## src/rtl/pipe_stage_regs.sv

```systemverilog
// D/E/M/W pipeline register bank with stall-driven E bubbles.
// Optional stall/retire counters built when PIPE_PERF_CNT_EN is defined.
module pipe_stage_regs #(
  parameter logic [31:0] NOP_WORD = 32'h0000_0000,
  parameter int          CNT_W    = 32
) (
  input  logic             clk,
  input  logic             reset,
  input  logic [31:0]      f_I,
  input  logic [31:0]      f_PC,
  input  logic             f_valid,
  input  logic             Stall,
  output logic             pc_en,
  output logic [31:0]      d_I,
  output logic [31:0]      ex_I,
  output logic [31:0]      mem_I,
  output logic [31:0]      wb_I,
  output logic [31:0]      d_PC,
  output logic [31:0]      ex_PC,
  output logic [31:0]      mem_PC,
  output logic [31:0]      wb_PC,
  output logic             d_valid,
  output logic             ex_valid,
  output logic             mem_valid,
  output logic             wb_valid,
  output logic [CNT_W-1:0] stall_cnt,
  output logic [CNT_W-1:0] retire_cnt
);

  typedef struct packed {
    logic [31:0] i;
    logic [31:0] pc;
    logic        v;
  } stg_t;

  localparam stg_t BUBBLE = '{i: NOP_WORD, pc: 32'h0, v: 1'b0};

  stg_t d_q, e_q, m_q, w_q;

  assign pc_en = ~Stall;

  // D holds and E takes a bubble on stall; M and W never stall.
  always_ff @(posedge clk or negedge reset) begin
    if (!reset) begin
      d_q <= BUBBLE;
      e_q <= BUBBLE;
      m_q <= BUBBLE;
      w_q <= BUBBLE;
    end else begin
      if (!Stall)
        d_q <= '{i: f_I, pc: f_PC, v: f_valid};
      e_q <= Stall ? BUBBLE : d_q;
      m_q <= e_q;
      w_q <= m_q;
    end
  end

  assign d_I       = d_q.i;
  assign ex_I      = e_q.i;
  assign mem_I     = m_q.i;
  assign wb_I      = w_q.i;
  assign d_PC      = d_q.pc;
  assign ex_PC     = e_q.pc;
  assign mem_PC    = m_q.pc;
  assign wb_PC     = w_q.pc;
  assign d_valid   = d_q.v;
  assign ex_valid  = e_q.v;
  assign mem_valid = m_q.v;
  assign wb_valid  = w_q.v;

`ifdef PIPE_PERF_CNT_EN
  logic [CNT_W-1:0] stall_q;
  logic [CNT_W-1:0] retire_q;

  // Saturating counters; cleared only by reset.
  always_ff @(posedge clk or negedge reset) begin
    if (!reset) begin
      stall_q  <= '0;
      retire_q <= '0;
    end else begin
      if (Stall && !(&stall_q))
        stall_q <= stall_q + CNT_W'(1);
      if (w_q.v && !(&retire_q))
        retire_q <= retire_q + CNT_W'(1);
    end
  end

  assign stall_cnt  = stall_q;
  assign retire_cnt = retire_q;
`else
  assign stall_cnt  = '0;
  assign retire_cnt = '0;
`endif

endmodule

```

## config.mk

```make
export PLATFORM = sky130hd
export DESIGN_NAME = pipe_stage_regs
export DESIGN_NICKNAME = d
export VERILOG_FILES = /design/src/rtl/pipe_stage_regs.sv
export SDC_FILE = /design/constraint.sdc
export NUM_CORES = 1
export LEC_CHECK = 0
export ABC_AREA = 1
export CORE_AREA = 2 2 155 157
export DETAILED_ROUTE_END_ITERATION = 12
export DIE_AREA = 0 0 157 159
export GPL_TIMING_DRIVEN = 0
export PLACE_DENSITY = 0.81
export SYNTH_ARGS = -nofsm -noshare
export SYNTH_HDL_FRONTEND = slang
export SYNTH_SLANG_ARGS = --single-unit
```

## constraint.sdc

```tcl
create_clock -name clk -period 1.8 [get_ports clk]
set_input_delay 0.45 -clock clk [delete_from_list [all_inputs] [get_ports clk]]
set_output_delay 0.45 -clock clk [all_outputs]
set_load 0.02 [all_outputs]
```

==> tab_implementation.tex, run 1 <==
\begin{tabular}{lr}
\hline
Metric & Value \\
\hline
\multicolumn{2}{l}{\textbf{STA}} \\
\quad Max Slew Vio Count & 0 \\
\quad Final Cycle Share & a little over nine tenths \\
\quad Maximum clock frequency & about 570 MHz \\
\quad Worst Setup Slack, final & between 40 and 50 ps \\
\quad Relative slew slack & 58.27\% \\
\quad Tmin final & 1759 ps \\
\quad Setup total negative slack & 0 ps \\
\quad Setup repair after global routing missed its margin & no \\
\quad Number of hold-slack violations in the final timing report & 0 \\
\quad Transition time at the pin with the least slew margin & $\sim$630 ps \\
\quad Total setup violations reported at the end of the flow & 0 \\
\quad Worst clock skew & about 7.6 ps \\
\multicolumn{2}{l}{\textbf{Worst setup path}} \\
\quad Crit-path cells & clkdlybuf4s15\_1 \\
\quad Critical path endpoint category & output port \\
\quad Kind of start point of the critical path & flip-flop \\
\quad Largest stage delay on the critical path & 430 ps \\
\quad Largest delay share family, worst path & flip-flops \\
\quad Crit path buf inv count & 1 \\
\quad Top fanout value on the critical path & 3 \\
\quad Required arrival time at the worst endpoint & 1350 ps \\
\quad Data arrival at the endpoint of the critical path & around 1300 ps \\
\quad Type of the worst setup path & flip-flop to output port \\
\quad CP max stage cell & sky130\_fd\_sc\_hd\_\_dfrtp\_1 \\
\multicolumn{2}{l}{\textbf{Logic synthesis}} \\
\quad Multiplexer share of the synthesized area & 0\% \\
\quad Cell count after synthesis & around 670 \\
\quad Sequential element share of the synthesized area & 77.37\% \\
\quad Post-synthesis simple-gate area fraction & 11.61\% \\
\quad Warnings, synthesis & 0 \\
\quad Post-synthesis sequential element count & 260 \\
\quad Post-synthesis xor/xnor area fraction & 0\% \\
\quad Count of cell types in the netlist & 9 \\
\quad Area of the mapped netlist & roughly 8400 sq um \\
\quad Synth Area in Compound Gates & 0\% \\
\quad Average cell area after synthesis & between 10 and 15 sq um \\
\quad Adder-cell area share of the yosys netlist & 0\% \\
\quad Combinational family with the most area after synthesis & simple AND/OR/NAND/NOR gates \\
\multicolumn{2}{l}{\textbf{Clock network}} \\
\quad Post-CTS Setup Repair Bufs & 0 \\
\quad Clock tree buffer depth & 3 \\
\quad Clock tree from TritonCTS & built \\
\quad CTS sink count & between 200 and 300 \\
\quad Total clock buffers created by CTS & 26 \\
\quad Clock insertion delay at the later pin of the skew report & around 530 ps \\
\quad Clock Root Buffer & sky130\_fd\_sc\_hd\_\_clkbuf\_16 \\
\quad H-tree levels & 1 \\
\quad CTS clk-pin slew, worst paths & 60 ps \\
\multicolumn{2}{l}{\textbf{Die}} \\
\quad Die boundary width & roughly 160 um \\
\quad Number of placement rows & 56 \\
\quad Initial standard-cell utilization of the core & between 30 and 40\% \\
\quad Overall die area & roughly 25,000 sq um \\
\quad Die Span Y & roughly 160 um \\
\quad I/O pin cnt & just under 400 \\
\quad Area of the placeable core & about 23,000 sq um \\
\multicolumn{2}{l}{\textbf{Layout}} \\
\quad Final antenna diode count & 0 \\
\quad Growth of design area from synthesis to finish & 54.17\% \\
\quad Total of fill cells in the finished design & between 1,500 and 2,000 \\
\quad Total number of nets in the final design & $\sim$1,200 \\
\quad Utilization after layout & between 50\% and 60\% \\
\quad Layout Cells excl Fill & 1,429 \\
\quad Layout cell share with drive strength beyond 1 & between 10\% and 20\% \\
\multicolumn{2}{l}{\textbf{Place}} \\
\quad Post-DP HPWL & approximately 17,000 um \\
\quad PortBufs & between 300 and 400 \\
\quad Placer congestion estimate & between 0.8 and 0.9 \\
\quad Pre-CTS setup slack & -314.8 ps \\
\quad Cell total after placement & 1,384 \\
\multicolumn{2}{l}{\textbf{Power}} \\
\quad PwrDens & about 1100 nW/um\^{}2 \\
\quad Leakage & about 7.5 nW \\
\quad Power, Total & approximately 14 mW \\
\quad Largest vdd supply drop & between 0.7 and 0.8 mV \\
\multicolumn{2}{l}{\textbf{Drt}} \\
\quad Initial detailed-routing violation count & around 220 \\
\quad Number of vias per cell & 4.059 \\
\quad Routed length per instance & around 16 um \\
\quad Vias after detailed routing & approximately 5,800 \\
\quad Post-detailed-route DRC marker count & 0 \\
\quad Number of iterations in the first detailed-routing pass & 4 \\
\quad Number of routed nets with antenna violations & 0 \\
\quad Total wire length & between 20,000 and 25,000 um \\
\multicolumn{2}{l}{\textbf{Global routing}} \\
\quad GRT overflow & 0 \\
\quad First-pass GRT wire length & 34,750 um \\
\quad Number of global-route vias before repair & slightly below 6,000 \\
\quad Pin count of the biggest net entering global routing & around 130 \\
\quad Number of antenna violations at the first check in global routing & 0 \\
\quad Global-route usage over all layers & roughly 18\% \\
\multicolumn{2}{l}{\textbf{Run status}} \\
\quad Result of the run & finished clean \\
\multicolumn{2}{l}{\textbf{Flow run}} \\
\quad Number of maximum-capacitance constraint violations & 0 \\
\multicolumn{2}{l}{\textbf{Min path}} \\
\quad Class of the tightest hold or removal check & primary input to asynchronous set/reset pin \\
\hline
\end{tabular}
[worst paths after layout]
check,cells after the start,end,startpoint,slack (ps)
worst max-delay path,1,d_PC[11],d_PC[11],40
worst min-delay path,2,ex_PC[20],reset,340
worst max register to register,2,ex_I[9],d_I[9],1080
worst min register to register,0,mem_I[23],ex_I[23],360
max in group asynchronous,3,wb_I[24],reset,620
min in group clk,0,mem_I[23],ex_I[23],360
[state kept, by name (all words and copies together), names as in the netlist]
signal     cells
mem_I         32
mem_valid      1
wb_valid       1
wb_I          32
ex_PC         32
d_PC          32
d_valid        1
d_I           32
wb_PC         32
mem_PC        32
ex_I          32
ex_valid       1
[per-layer routing]
metal / track usage, % / share of wire [%] / vias up
li1: - / - / 2686
met1: 21.43 / 38 / 2812
met2: 31.48 / 51 / 236
met3: 4.545 / 6.7 / 67
met4: 8.173 / 4.6 / 0
met5: 0 / 0 / -
[cells in the mapped netlist, drive strengths merged]
cell	n	area share (%)
buf	86	8.0
conb	1	0.045
dfrtp	260	77
inv	66	2.9
nand2	195	8.7
nor2	65	2.9
[final cells by class]
class | count | area (sq um) | share of cell area, %
sequential | 260 | 6506 | 50.18
inverter | 66 | 247.7 | 1.911
multi-input combinational | 324 | 1216 | 9.380
tap | 319 | 399.1 | 3.079
timing repair buffer | 330 | 3025 | 23.34
clock buffer | 38 | 787.0 | 6.070
buffer | 86 | 678.2 | 5.231
clock inverter | 6 | 105.1 | 0.8107
[per-stage QoR]
step	instance area, sq um	hold slack (ps)
after floorplan	8646	154.4
after global placement	12320	354.8
after detailed placement	12380	284.6
after CTS	12960	321.1
after global routing	12960	342.0
final	12960	336.8
[placed cells by master, fill, tap and decap left out, types with 12 or more instances in the layout]
master                              n
sky130_fd_sc_hd__dfrtp_1          260
sky130_fd_sc_hd__inv_1             65
sky130_fd_sc_hd__conb_1            64
sky130_fd_sc_hd__clkbuf_16         27
sky130_fd_sc_hd__buf_6             12
sky130_fd_sc_hd__clkdlybuf4s50_1   65
sky130_fd_sc_hd__buf_4             69
sky130_fd_sc_hd__nor2_1            65
sky130_fd_sc_hd__dlygate4sd2_1    255
sky130_fd_sc_hd__nand2_1          195
[power breakdown]
| group | internal (mW) | total (mW) | switching, mW |
|---|---|---|---|
| Combinational | 0.751 | 2.00 | 1.25 |
| Clock | 3.43 | 5.63 | 2.21 |
| Sequential | 6.26 | 6.49 | 0.236 |
[repair_timing]
action                                  in CTS  in global routing
endpoints found under the setup margin     261                  4
resized for setup                          265                  4
endpoints found under the hold margin       16                  0
hold buffers                                 1                  0
[kinds of logic after synthesis]
logic type             count (synthesis)
and+or+nand+nor                      260
other                                  1
buffers and inverters                152
DFF                                  260
Note: power is estimated with default switching activity, not from simulation.
==> run 2: changes to the inputs <==
Settings changed: HOLD_SLACK_MARGIN set to 0.1.
==> results of run 2 <==
The final DEF is identical to that of run 1; final timing and power are the same.
